===== src/rtl/carbon_mode_stack_if.sv =====
// carbon_mode_stack_if: decoder request / response handshake bundle for the mode-stack controller
interface carbon_mode_stack_if #(parameter int PC_W = 32);
    logic            req_valid;
    logic            req_ready;
    logic            req_op;
    logic [7:0]      req_tier;
    logic [PC_W-1:0] req_pc;
    logic            rsp_valid;
    logic            rsp_ready;
    logic            rsp_ok;
    logic [7:0]      rsp_tier;
    logic [PC_W-1:0] rsp_pc;
    logic [31:0]     rsp_cause;
    modport master (
        output req_valid, req_op, req_tier, req_pc, rsp_ready,
        input  req_ready, rsp_valid, rsp_ok, rsp_tier, rsp_pc, rsp_cause
    );
    modport slave (
        input  req_valid, req_op, req_tier, req_pc, rsp_ready,
        output req_ready, rsp_valid, rsp_ok, rsp_tier, rsp_pc, rsp_cause
    );
endinterface


===== src/rtl/carbon_mode_stack_ctrl.sv =====
// carbon_mode_stack_ctrl: validates MODEUP/RETMD requests and owns the tier register and mode stack
module carbon_mode_stack_ctrl #(
    parameter int DEPTH      = 8,
    parameter int PC_W       = 32,
    parameter int RESET_TIER = 0,
    parameter int MAX_TIER   = 6,
    localparam int SP_W      = $clog2(DEPTH + 1),
    localparam int IDX_W     = $clog2(DEPTH)
) (
    input  logic                 clk,
    input  logic                 rst_n,
    carbon_mode_stack_if.slave   bus,
    input  logic [7:0]           tier_ceiling,
    output logic [7:0]           tier_q,
    output logic [SP_W-1:0]      sp_q,
    output logic                 busy
);
    typedef enum logic [1:0] {IDLE, CHECK, COMMIT, RESP} state_t;
    state_t state, state_nx;
    logic            op_r;
    logic [7:0]      tier_r;
    logic [PC_W-1:0] pc_r;
    logic [31:0]     cause_r, cause_c;
    logic [7:0]      limit;
    logic [7+PC_W:0] stack [DEPTH];
    logic [7+PC_W:0] top;
    always_ff @(posedge clk)
        state <= !rst_n ? IDLE : state_nx;
    always_comb begin
        state_nx = state;
        case (state)
            IDLE:    state_nx = bus.req_valid ? CHECK : IDLE;
            CHECK:   state_nx = COMMIT;
            COMMIT:  state_nx = RESP;
            default: state_nx = bus.rsp_ready ? IDLE : RESP;
        endcase
    end
    always_comb begin
        bus.req_ready = state == IDLE;
        bus.rsp_valid = state == RESP;
        busy          = state != IDLE;
    end
    // Trap priority: overflow beats invalid target; underflow only applies to RETMD
    always_comb begin
        limit   = (tier_ceiling < 8'(MAX_TIER)) ? tier_ceiling : 8'(MAX_TIER);
        cause_c = !op_r ? ((sp_q == SP_W'(DEPTH)) ? 32'h13 :
                           (tier_r <= tier_q || tier_r > limit) ? 32'h12 : 32'h0)
                        : ((sp_q == '0) ? 32'h14 : 32'h0);
        top     = stack[IDX_W'(sp_q - SP_W'(1))];
    end
    always_ff @(posedge clk)
        if (state == COMMIT && cause_r == '0 && !op_r)
            stack[IDX_W'(sp_q)] <= {tier_q, pc_r};
    always_ff @(posedge clk) begin
        if (!rst_n) begin
            tier_q        <= 8'(RESET_TIER);
            sp_q          <= '0;
            op_r          <= 1'b0;
            tier_r        <= '0;
            pc_r          <= '0;
            cause_r       <= '0;
            bus.rsp_ok    <= 1'b0;
            bus.rsp_tier  <= '0;
            bus.rsp_pc    <= '0;
            bus.rsp_cause <= '0;
        end else begin
            case (state)
                IDLE: if (bus.req_valid) begin
                    op_r   <= bus.req_op;
                    tier_r <= bus.req_tier;
                    pc_r   <= bus.req_pc;
                end
                CHECK: cause_r <= cause_c;
                COMMIT: begin
                    bus.rsp_ok    <= cause_r == '0;
                    bus.rsp_cause <= cause_r;
                    bus.rsp_tier  <= tier_q;
                    bus.rsp_pc    <= pc_r;
                    if (cause_r == '0 && !op_r) begin
                        sp_q         <= sp_q + SP_W'(1);
                        tier_q       <= tier_r;
                        bus.rsp_tier <= tier_r;
                    end else if (cause_r == '0) begin
                        sp_q         <= sp_q - SP_W'(1);
                        tier_q       <= top[7+PC_W:PC_W];
                        bus.rsp_tier <= top[7+PC_W:PC_W];
                        bus.rsp_pc   <= top[PC_W-1:0];
                    end
                end
                default: ;
            endcase
        end
    end
endmodule

===== src/flat_wrapper.sv =====
// flat-port wrapper written by rule: the top's interface ports become plain ports
module carbon_mode_stack_ctrl_flat 
#(
    parameter int DEPTH      = 8,
    parameter int PC_W       = 32,
    parameter int RESET_TIER = 0,
    parameter int MAX_TIER   = 6,
    localparam int SP_W      = $clog2(DEPTH + 1),
    localparam int IDX_W     = $clog2(DEPTH)
)
  (clk, rst_n, tier_ceiling, tier_q, sp_q, busy, bus_req_valid, bus_req_op, bus_req_tier, bus_req_pc, bus_rsp_ready, bus_req_ready, bus_rsp_valid, bus_rsp_ok, bus_rsp_tier, bus_rsp_pc, bus_rsp_cause);
  carbon_mode_stack_if #(.PC_W(PC_W)) bus_i ();
  input  logic clk;
  input  logic rst_n;
  input  logic [7:0] tier_ceiling;
  output logic [7:0] tier_q;
  output logic [SP_W-1:0] sp_q;
  output logic busy;
  input wire logic [$bits(bus_i.req_valid)-1:0] bus_req_valid;
  input wire logic [$bits(bus_i.req_op)-1:0] bus_req_op;
  input wire logic [$bits(bus_i.req_tier)-1:0] bus_req_tier;
  input wire logic [$bits(bus_i.req_pc)-1:0] bus_req_pc;
  input wire logic [$bits(bus_i.rsp_ready)-1:0] bus_rsp_ready;
  output wire logic [$bits(bus_i.req_ready)-1:0] bus_req_ready;
  output wire logic [$bits(bus_i.rsp_valid)-1:0] bus_rsp_valid;
  output wire logic [$bits(bus_i.rsp_ok)-1:0] bus_rsp_ok;
  output wire logic [$bits(bus_i.rsp_tier)-1:0] bus_rsp_tier;
  output wire logic [$bits(bus_i.rsp_pc)-1:0] bus_rsp_pc;
  output wire logic [$bits(bus_i.rsp_cause)-1:0] bus_rsp_cause;
  assign bus_i.req_valid = bus_req_valid;
  assign bus_i.req_op = bus_req_op;
  assign bus_i.req_tier = bus_req_tier;
  assign bus_i.req_pc = bus_req_pc;
  assign bus_i.rsp_ready = bus_rsp_ready;
  assign bus_req_ready = bus_i.req_ready;
  assign bus_rsp_valid = bus_i.rsp_valid;
  assign bus_rsp_ok = bus_i.rsp_ok;
  assign bus_rsp_tier = bus_i.rsp_tier;
  assign bus_rsp_pc = bus_i.rsp_pc;
  assign bus_rsp_cause = bus_i.rsp_cause;
  carbon_mode_stack_ctrl #(.DEPTH(DEPTH), .PC_W(PC_W), .RESET_TIER(RESET_TIER), .MAX_TIER(MAX_TIER)) u_core (.clk(clk), .rst_n(rst_n), .bus(bus_i), .tier_ceiling(tier_ceiling), .tier_q(tier_q), .sp_q(sp_q), .busy(busy));
endmodule

===== config.mk =====
export PLATFORM = sky130hd
export DESIGN_NAME = carbon_mode_stack_ctrl_flat
export DESIGN_NICKNAME = d
export VERILOG_FILES = /design/src/rtl/carbon_mode_stack_if.sv /design/src/rtl/carbon_mode_stack_ctrl.sv /design/src/flat_wrapper.sv
export SDC_FILE = /design/constraint.sdc
export NUM_CORES = 1
export LEC_CHECK = 0
export CAP_MARGIN = 5
export CORE_MARGIN = 5
export CORE_UTILIZATION = 35
export CTS_CLUSTER_DIAMETER = 100
export CTS_CLUSTER_SIZE = 28
export DETAILED_ROUTE_END_ITERATION = 16
export GPL_ROUTABILITY_DRIVEN = 0
export HOLD_SLACK_MARGIN = 0.03
export PLACE_DENSITY = 0.65
export RECOVER_POWER = 25
export SYNTH_ARGS = -nofsm -noshare
export SYNTH_HDL_FRONTEND = slang
export SYNTH_SLANG_ARGS = --single-unit

===== constraint.sdc =====
create_clock -name clk -period 6 [get_ports clk]
set_input_delay 1.2 -clock clk [delete_from_list [all_inputs] [get_ports clk]]
set_output_delay 1.2 -clock clk [all_outputs]
set_load 0.005 [all_outputs]

Word level (Yosys, flattened, before mapping)

Memory sizes are Yosys's and may differ from the RTL's.
Index checks and enable logic that the tools add are counted.

Bits in registers: 152
RAM bits: 320
Output and inout bits: 88
Bits of input ports: 53
Memories kept: 1

Memory list:

| name         | depth | width | rd ports | clocked after Yosys merged registers in | write ports | RTL line                     | source |
|---|---|---|---|---|---|---|---|
| u_core.stack | 8     | 40    | 1        | 0                                       | 1           | carbon_mode_stack_ctrl.sv:25 | `logic [7+PC_W:0] stack [DEPTH];` |

Magnitude comparators: 3
Add/sub/neg operators: 2
Eq/ne operators: 4
Reductions and logical operators: 12
Multiplexer cells: 16

Operators by type and width:

| cell                                                                   | count |
|---|---|
| 32-bit two-way mux                                                     | 4 |
| 32-bit logical NOT                                                     | 1 |
| 8-bit two-way mux                                                      | 3 |
| 5-bit two-way mux                                                      | 2 |
| 8-bit > comparator                                                     | 1 |
| 8-bit <= comparator                                                    | 1 |
| 8-bit by 3-bit < comparator with 1-bit output (second input constant)  | 1 |
| 4-bit two-way mux                                                      | 2 |
| 2-bit one-hot mux with 3 select lines                                  | 1 |
| 4-bit by 1-bit adder with 4-bit output (second input constant)         | 1 |
| 2-bit equality test (second input constant)                            | 2 |
| 4-bit equality test (second input constant)                            | 1 |
| 4-bit logical NOT                                                      | 1 |
| 2-bit AND reduction                                                    | 2 |
| 2-bit nonzero test                                                     | 2 |
| 4-bit by 1-bit subtractor with 4-bit output (second input constant)    | 1 |
| 1-bit logical AND                                                      | 3 |
| 1-bit two-way mux                                                      | 3 |
| 2-bit by 1-bit equality test with 1-bit output (second input constant) | 1 |
| 2-bit logical NOT                                                      | 1 |
| 2-bit two-way mux                                                      | 1 |
| 1-bit logical NOT                                                      | 1 |
| 1-bit logical OR                                                       | 1 |

Logic depth before layout (Yosys ltp)

Gate-level depths: netlist of the first run.

Word-level depth: 7
Depth in mapped cells: 10

Least setup slack after synthesis of the first run

OpenSTA, ideal clock, no wires.

Kind: register to register
Start point: register u_core.cause_r[4]
End point: memory u_core.stack[1][0] (netlist name) (enable)
Data required time: 5.513 ns
Stages on the path, launching flop included: 6
Slack: 1.455 ns
Library setup time: 0.487 ns
Period minus slack after synthesis: 4.545 ns
Arrival time: 4.058 ns
Path buffers: 1
Path through: dfxtp_1 nor4_2 and2_1 clkbuf_1 nand3_1 nor3_1

Longest elaborated chain between the ends: 5

Ends and longest elaborated chain:

| item                                    | RTL line                     | source |
|---|---|---|
| start: declaration                      | carbon_mode_stack_ctrl.sv:23 | `logic [31:0] cause_r, cause_c;` |
| start signal: assignment                | carbon_mode_stack_ctrl.sv:73 | `CHECK: cause_r <= cause_c;` |
| 32-bit logical NOT                      | carbon_mode_stack_ctrl.sv:52 | `if (state == COMMIT && cause_r == '0 && !op_r)` |
| 1-bit logical AND (2 in a row)          | carbon_mode_stack_ctrl.sv:52 |  |
| 1-bit two-way mux                       | carbon_mode_stack_ctrl.sv:52 |  |
| 1-bit two-way mux (not written as such) | carbon_mode_stack_ctrl.sv:53 | `stack[IDX_W'(sp_q)] <= {tier_q, pc_r};` |
| end: declaration                        | carbon_mode_stack_ctrl.sv:25 |  |

No other way between the ends.

Worst setup path after layout of the first run

Start point: register u_core.cause_r[4]
End point: memory u_core.stack[4][32] (netlist name) (enable)

The elaborated chain is that of the path after synthesis.

==> impl_metrics.json, run 1 <==
{
  "hpwlAfterDp_mm": 22.27,
  "worst_slew_pin_slew_ps": 1069,
  "hold_buffers": 0,
  "rsz0062_at_grt": "no",
  "htree_levels": 1,
  "worst-path-max-fanout": 29,
  "cts_num_sinks": 416,
  "critPathCaptureType": "register",
  "core_sq_um": 46560,
  "grt_pass1_wl_mm": 58.72,
  "critPathLaunchType": "register",
  "slew_headroom_pct": 28.48,
  "synth_top_area_cell": "edfxtp_1",
  "antenna_found_initial": 2,
  "synthArstFlopShare_pct": 0,
  "fin_skew_ps": 21.35,
  "max_stage_delay_ps": 930,
  "start_util_pct": 35.37,
  "grt_max_degree": 70,
  "syn_inst": 1269,
  "final_common_cell": "nand2_1",
  "finalSetupViolations": 0,
  "clk_path_buf_depth": 3,
  "ys.flop_type": "edfxtp_1",
  "die_w_um": 226.9,
  "grt_usage_pct": 14.51,
  "power-per-cell-area_nw_per_um2": 434.1,
  "n_antenna_cell": 0,
  "die_y_um": 226.9,
  "detail_route.wl_per_cell_um": 19.60,
  "postCtsSetupBuffers": 0,
  "dieArea_sq_um": 51490,
  "drt_wl_total_mm": 38.46,
  "synth_edf_count": 320,
  "outcome": "completed",
  "cp.arrival_ps": 3590,
  "syn_to_final_growth_pct": 13.49,
  "ys_warn_count": 0,
  "tns_ps": 0,
  "worstPathRequired_ps": 6220,
  "drv_cap": 0,
  "p_leak_nw": 6.431,
  "clock.fmax_mhz": 297.1,
  "synth_cell_types": 42,
  "cts_tree": "done",
  "drcViolationCount": 0,
  "netlist.area_leader.share_pct": 58.35,
  "final_cells": 1962,
  "hold_viol": 0,
  "slew_violations": 0,
  "final_cell_mix": "nand2_1 (331), edfxtp_1 (320), clkdlybuf4s50_1 (111)",
  "worstSkewPairLatency_ps": 530,
  "grt_pass1_vias": 9985,
  "drive_above_1_share_pct": 6.125,
  "critPathSlowestCell": "nor2_4",
  "cts_root_buf": "clkbuf_16",
  "drtAntennaViolNets": 0,
  "cp_cell_sequence": "nor4_2, and2_1, nand3_1, nor2_4, buf_4",
  "place_ws_ps": 2527,
  "cts_made_buffers": 19,
  "routed_via_density": 5.114,
  "drt_iter0_drc": 635,
  "syn_avg_cell_area_sq_um": 12.98,
  "via_count": 10033,
  "grt_overflow": 0,
  "path_clk_slew_ps": 100,
  "netlist_area_sq_um": 16470,
  "ioPinCount": 141,
  "rows": 79,
  "first_pass_iters": 7,
  "critical_path_class": "register to register",
  "cts.repair.resized": 0,
  "synth-seq-area-share_pct": 70.02,
  "vdd_ir_drop_max_mv": 0.2772,
  "hp-class": "register to register",
  "synth-seq-cells": 416,
  "min_period_ps": 3366,
  "yosys-top-cells-area": "edfxtp_1 (58%), dfxtp_1 (12%), nand2_1 (7.6%)",
  "port_buffers": 112,
  "finalCritPeriodShare_pct": 56.10,
  "place_inst": 1928,
  "nNetsFinal": 1417,
  "setup_slack_ps": 2634
}
## routing by layer
metal	global-route usage (%)	part of all wire, %	up-vias
met2	23.63	47	334
met1	20.88	45	4962
met4	2.465	1.2	4
li1	-	-	4695
met3	2.525	6.7	38
met5	0	0.055	-
## cell usage after synthesis, types with 16 or more instances
library cell	n
nand2_1	332
a21oi_1	32
a21boi_0	45
a32oi_1	32
ha_1	22
nand3_1	66
dfxtp_1	96
mux2i_1	37
buf_2	26
buf_4	36
mux4_2	16
edfxtp_1	320
nand4_1	35
clkbuf_1	49
a22oi_1	32
## area by class of cell
class	instances	area, sq um
Sequential cell	416	11530
Fill cell	4315	27870
Inverter	15	56.30
Timing Repair Buffer	133	1274
Clock buffer	29	513.0
Tap cell	607	759.5
Clock inverter	5	46.29
Multi-Input combinational cell	757	4511
## report_power, final
| part | leakage (nW) | internal, mW | total [mW] | switching (mW) |
|---|---|---|---|---|
| clock network | 0.270 | 0.617 | 1.49 | 0.870 |
| logic | 2.43 | 1.00 | 2.89 | 1.89 |
| registers | 3.73 | 3.47 | 3.74 | 0.272 |
## flip-flops by register name, indices dropped and copies added (netlist names)
signal,cells
u_core.bus.rsp_pc,32
u_core.bus.rsp_cause,4
u_core.op_r,1
u_core.pc_r,32
u_core.stack,320
u_core.sp_q,4
u_core.tier_r,8
u_core.bus.rsp_ok,1
u_core.cause_r,4
u_core.state,2
u_core.tier_q,8
## worst max-delay path: cells and delay by family (launching register included)
family	cells	cell delay, ps
and+or+nand+nor	4	2320
DFF	1	350
buffers and inverters	1	370
## per-stage QoR
step                      hold slack [ps]  util, %  total power, mW  area (sq um)
after floorplan                     454.7        -            5.710         16580
after global placement              460.7    38.94            6.661         18130
after detailed placement            464.8    38.94            6.726         18130
after CTS                           487.3    40.15            8.193         18690
after global routing                510.2    40.15            8.598         18690
final                               486.2    40.15            8.113         18690
## cells by family after synthesis
group                    after synthesis  synth area share [%]
other                                  2               0.04560
flip-flops                           416                 70.02
adder cells (fa/ha/maj)               22                 1.671
AO/OA/AOI/OAI                        167                 7.187
multiplexers                          53                 4.437
buffers and inverters                127                 3.913
AND/OR/NAND/NOR                      477                 12.41
XOR/XNOR                               5                0.3115
## worst paths after layout
path / startpoint / endpoint / slack, ps / cells past startpoint
setup / recovery: u_core.cause_r[4] / u_core.stack[4][32] / 2630 / 5
hold / removal: u_core.cause_r[1] / u_core.cause_r[1] / 490 / 2
setup reg to reg: u_core.cause_r[4] / u_core.stack[4][32] / 2630 / 5
hold reg to reg: u_core.cause_r[1] / u_core.cause_r[1] / 490 / 2
Note: power is estimated with default switching activity, not from simulation.
==> inputs of run 2 (changes only) <==
--- a/config.mk
+++ b/config.mk
@@ -13,7 +13,7 @@
 export DETAILED_ROUTE_END_ITERATION = 16
 export GPL_ROUTABILITY_DRIVEN = 0
 export HOLD_SLACK_MARGIN = 0.03
-export PLACE_DENSITY = 0.65
+export PLACE_DENSITY = 0.67
 export RECOVER_POWER = 25
 export SYNTH_ARGS = -nofsm -noshare
 export SYNTH_HDL_FRONTEND = slang
==> constraint.sdc (replaced) <==
create_clock -name clk -period 2.9 [get_ports clk]
set_input_delay 0.58 -clock clk [delete_from_list [all_inputs] [get_ports clk]]
set_output_delay 0.58 -clock clk [all_outputs]
set_load 0.005 [all_outputs]
==> run 2 against run 1 <==
Effect of this change: combinational power is 120% higher; worst setup slack worse by 2300 ps; cell count is 0.97% higher; core utilization is 0.75 points higher; final area is 1.9% higher; sequential power is 110% higher; global-route usage is 0.27 points lower; clock power is 110% higher; largest power group unchanged.
==> impl_metrics.json, run 2 (same netlist as run 1, synthesis figures left out) <==
{
  "switching_share_pct": 36.43,
  "grt_max_degree": 101,
  "grt_usage_pct": 14.24,
  "cp_cell_sequence": "clkdlybuf4s50_1",
  "postCtsSetupBuffers": 0,
  "top_register": "u_core.stack",
  "finalCritPeriodShare_pct": 88.93,
  "hold_buffers": 0,
  "clk_path_buf_depth": 3,
  "power_frac_comb_pct": 36.5,
  "fin_skew_ps": 19.91,
  "drt_iter0_drc": 885,
  "start_util_pct": 35.37,
  "cts_num_sinks": 416,
  "grt_pass1_wl_mm": 57.66,
  "clockPowerShare_pct": 18.6,
  "ff2ff_path_depth": 8,
  "postPlaceCellArea_sq_um": 18440,
  "grt_overflow": 0,
  "ioPinCount": 141,
  "cts.repair.resized": 0,
  "seq_power_share_pct": 44.9,
  "hpwlAfterDp_mm": 22.23,
  "critical_path_class": "register to primary output",
  "final_area_sq_um": 19040,
  "drt_wl_total_mm": 37.31,
  "die_w_um": 226.9,
  "path_depth": 1,
  "nNetsFinal": 1436,
  "switchingPower_mw": 6.236,
  "clock.fmax_mhz": 387.8,
  "p_int_mw": 10.88,
  "largest_reg_flops": 320,
  "outcome": "completed",
  "dieArea_sq_um": 51490,
  "slew_headroom_pct": 51.10,
  "path_buf_inv": 1,
  "antenna_found_initial": 1,
  "hp-class": "input pin to register",
  "power-per-cell-area_nw_per_um2": 899.1,
  "slew_violations": 0,
  "htree_levels": 1,
  "first_pass_iters": 5,
  "p_leak_nw": 6.576,
  "finalSetupViolations": 0,
  "min_period_ps": 2579,
  "reg_top3": "u_core.stack x320, u_core.bus.rsp_pc x32, u_core.pc_r x32",
  "grt_pass1_vias": 10028,
  "critPathLaunchType": "register",
  "tns_ps": 0,
  "drive_above_1_share_pct": 7.138,
  "worstSkewPairLatency_ps": 530,
  "die_y_um": 226.9,
  "worstPathRequired_ps": 2320,
  "hold_depth": 2,
  "drtAntennaViolNets": 0,
  "max_stage_delay_ps": 810,
  "port_buffers": 112,
  "cp.arrival_ps": 2000,
  "critPathCaptureType": "primary output",
  "via_count": 10038,
  "core_sq_um": 46560,
  "rsz0062_at_grt": "no",
  "vdd_ir_drop_max_mv": 1.388,
  "routed_via_density": 5.067,
  "detail_route.wl_per_cell_um": 18.83,
  "cts_made_buffers": 19,
  "drv_cap": 0,
  "syn_to_final_growth_pct": 15.61,
  "critPathSlowestCell": "dfxtp_1",
  "drcViolationCount": 0,
  "path_clk_slew_ps": 100,
  "hold_viol": 0,
  "critical-path-top-delay-family": "flip-flops",
  "worst_slew_pin_slew_ps": 732.5,
  "rows": 79,
  "cts_tree": "done",
  "hold_slack_ps": 354.0,
  "final_cell_mix": "nand2_1 (331), edfxtp_1 (320), clkdlybuf4s50_1 (111)",
  "final_common_cell": "nand2_1",
  "worst-path-max-fanout": 12,
  "cts_root_buf": "clkbuf_16"
}
## run 2: cell types whose count changed in the layout (fill, tap and decap cells not counted), sizes merged
cell and delta:
clkbuf +3, diode +1, bufinv +1, buf +17
inv -3
## run 2: stage by stage
stage	worst slack [ps]	power, mW	cells	util (%)
after floorplan	-578.5	11.81	1300	-
after CTS	267.8	17.30	1980	40.91
after detailed placement	3.298	14.12	1947	39.61
final	321.2	17.12	1981	40.90
after global routing	211.3	18.21	1980	40.89
after global placement	88.26	13.96	1947	39.61
## run 2: layout make-up
| class | instances | area, sq um |
|---|---|---|
| clock inverter | 3 | 57.56 |
| inverter | 15 | 56.30 |
| tap | 607 | 759.5 |
| timing repair buffer | 152 | 1559 |
| sequential | 416 | 11530 |
| fill | 4277 | 27520 |
| multi-input combinational | 757 | 4526 |
| clock buffer | 30 | 548.0 |
| antenna | 1 | 2.502 |
## run 2: per-layer routing
metal  track usage, %  part of all wire, %  vias up
met5                0                0.035        -
met4            2.950                  1.9        2
met1            19.59                   44     4976
met2            24.14                   48      296
li1                 -                    -     4721
met3            2.227                  6.2       43
## run 2: worst paths after layout
check	start	end	slack, ps
setup / recovery	u_core.sp_q[2]	sp_q[2]	320
hold / removal	rst_n	u_core.sp_q[2]	350
setup reg to reg	u_core.sp_q[1]	u_core.bus.rsp_pc[20]	430
hold reg to reg	u_core.bus.rsp_pc[16]	u_core.bus.rsp_pc[16]	490
## run 2: power groups by stage
stage	clock network [mW]	registers, mW	logic, mW
after global placement	0	7.79	6.17
final	3.19	7.69	6.24
after CTS	3.29	7.69	6.32
after detailed placement	0	7.83	6.30
after floorplan	0	7.66	4.15
after global routing	3.51	7.77	6.93
==> inputs of run 3 (changes only) <==
--- a/config.mk
+++ b/config.mk
@@ -6,7 +6,7 @@
 export NUM_CORES = 1
 export LEC_CHECK = 0
 export CAP_MARGIN = 5
-export CORE_MARGIN = 5
+export CORE_MARGIN = 1.5
 export CORE_UTILIZATION = 35
 export CTS_CLUSTER_DIAMETER = 100
 export CTS_CLUSTER_SIZE = 28
==> run 3 against run 2 <==
Effect of this change: cell count grew 0.10%; hold slack gained 120 ps; register-to-register slack gained 50 ps; core utilization is essentially flat; die area shrank 6.1%; clock skew grew 5.9 ps; worst setup slack lost 66 ps; via count grew 1.5%; wire length grew 1.3%; total power shrank 0.26%; critical endpoint unchanged; largest power group unchanged.
==> impl_metrics.json, run 3 (same netlist as run 1, synthesis figures left out) <==
{
  "outcome": "completed",
  "ioPinCount": 141,
  "clock.fmax_mhz": 378.1,
  "worst-path-max-fanout": 12,
  "drt_wl_total_mm": 37.80,
  "worst_slew_pin_slew_ps": 724.8,
  "hpwlAfterDp_mm": 22.75,
  "die_y_um": 219.9,
  "via_count": 10185,
  "worstSkewPairLatency_ps": 540,
  "path_depth": 1,
  "critPathLaunchType": "register",
  "syn_to_final_growth_pct": 15.38,
  "clk_path_buf_depth": 3,
  "vdd_ir_drop_max_mv": 1.251,
  "routed_via_density": 5.136,
  "n_antenna_cell": 0,
  "die_w_um": 219.9,
  "largest_reg_flops": 320,
  "grt_pass1_vias": 9956,
  "postCtsSetupBuffers": 0,
  "hold_depth": 2,
  "core_sq_um": 46460,
  "hp-class": "input pin to register",
  "start_util_pct": 35.45,
  "cp.arrival_ps": 2060,
  "detail_route.wl_per_cell_um": 19.06,
  "hold_buffers": 0,
  "met3_usage_pct": 2.346,
  "dieArea_sq_um": 48360,
  "drt_iter0_drc": 914,
  "htree_levels": 1,
  "hold_viol": 0,
  "rows": 79,
  "port_buffers": 112,
  "nNetsFinal": 1440,
  "power-per-cell-area_nw_per_um2": 898.7,
  "fin_util_pct": 40.90,
  "fin_skew_ps": 25.77,
  "cts_made_buffers": 19,
  "cts_tree": "done",
  "reg_top3": "u_core.stack x320, u_core.bus.rsp_pc x32, u_core.pc_r x32",
  "final_common_cell": "nand2_1",
  "worstReg2RegEnd": "u_core.stack[5][23]",
  "grt_max_degree": 82,
  "cts_num_sinks": 416,
  "path_buf_inv": 1,
  "critical-path-top-delay-family": "flip-flops",
  "grt_pass1_wl_mm": 58.81,
  "drtAntennaViolNets": 0,
  "hp-start": "rst_n",
  "p_total_mw": 17.08,
  "ff2ff_path_depth": 6,
  "grt_usage_pct": 15.65,
  "critical_path_class": "register to primary output",
  "path_clk_slew_ps": 110,
  "rr_startpoint": "u_core.cause_r[4]",
  "holdPathEnd": "u_core.sp_q[1]",
  "antenna_found_initial": 2,
  "p_leak_nw": 6.569,
  "finalCritPeriodShare_pct": 91.20,
  "slew_violations": 0,
  "drv_cap": 0,
  "final_cell_mix": "nand2_1 (332), edfxtp_1 (320), clkdlybuf4s50_1 (111)",
  "drcViolationCount": 0,
  "cp_cell_sequence": "clkdlybuf4s50_1",
  "use_met2_pct": 25.65,
  "critPathSlowestCell": "dfxtp_1",
  "critPathCaptureType": "primary output",
  "top_register": "u_core.stack",
  "min_period_ps": 2645,
  "rsz0062_at_grt": "no",
  "grt_use_met1_pct": 21.98,
  "drive_above_1_share_pct": 7.267,
  "first_pass_iters": 5,
  "slew_headroom_pct": 51.62,
  "tns_ps": 0,
  "cts.repair.resized": 0,
  "top_usage_layer": "met2",
  "grt_overflow": 0,
  "cts_root_buf": "clkbuf_16",
  "worstPathRequired_ps": 2320,
  "finalSetupViolations": 0,
  "reg2reg_setup_slack_ps": 480,
  "max_stage_delay_ps": 810
}
## run 3: changes by cell type in the layout (fill, tap and decap cells not counted)
cell / change
inv_6: +3
nand2_2: -1
buf_4: +4
clkinv_8: -1
nor2b_2: +1
diode_2: -1
clkbuf_16: -1
nor2b_4: -1
nand2_1: +1
clkbuf_8: -1
bufinv_16: -1
## run 3: metrics by stage
stage	instances	area, sq um	worst slack (ps)	hold slack (ps)
6_report	1983	19000	255.2	476.6
5_1_grt	1983	19000	169.2	481.5
4_1_cts	1983	19010	187.4	434.4
3_5_place_dp	1951	18460	81.50	467.5
3_3_place_gp	1951	18460	126.6	466.2
2_1_floorplan	1300	16590	-578.5	454.7
## run 3: worst max path at each step
| stage | start | to |
|---|---|---|
| 2_1_floorplan | u_core.cause_r[4] | u_core.stack[7][0] |
| 3_3_place_gp | tier_ceiling[7] | u_core.cause_r[1] |
| 3_5_place_dp | tier_ceiling[7] | u_core.cause_r[1] |
| 4_1_cts | u_core.sp_q[2] | sp_q[2] |
| 5_1_grt | u_core.sp_q[2] | sp_q[2] |
| 6_report | u_core.sp_q[2] | sp_q[2] |
## run 3: layout make-up
class	instances	area, sq um
Fill cell	4260	27460
Multi-Input combinational cell	757	4518
Tap cell	607	759.5
Timing Repair Buffer	156	1589
Clock buffer	28	509.2
Inverter	15	56.30
Sequential cell	416	11530
Clock inverter	4	37.54
## run 3: power breakdown
part / switching (mW) / internal (mW) / total, mW
combinational: 3.98 / 2.32 / 6.30
clock: 1.82 / 1.27 / 3.08
sequential: 0.526 / 7.17 / 7.70
total: 6.32 / 10.8 / 17.1
## run 3: layer usage
metal / share of wire (%) / wire length (um)
met1: 44 / 16640
met2: 47 / 17930
met3: 6.5 / 2468
met4: 2.0 / 748
met5: 0.024 / 9
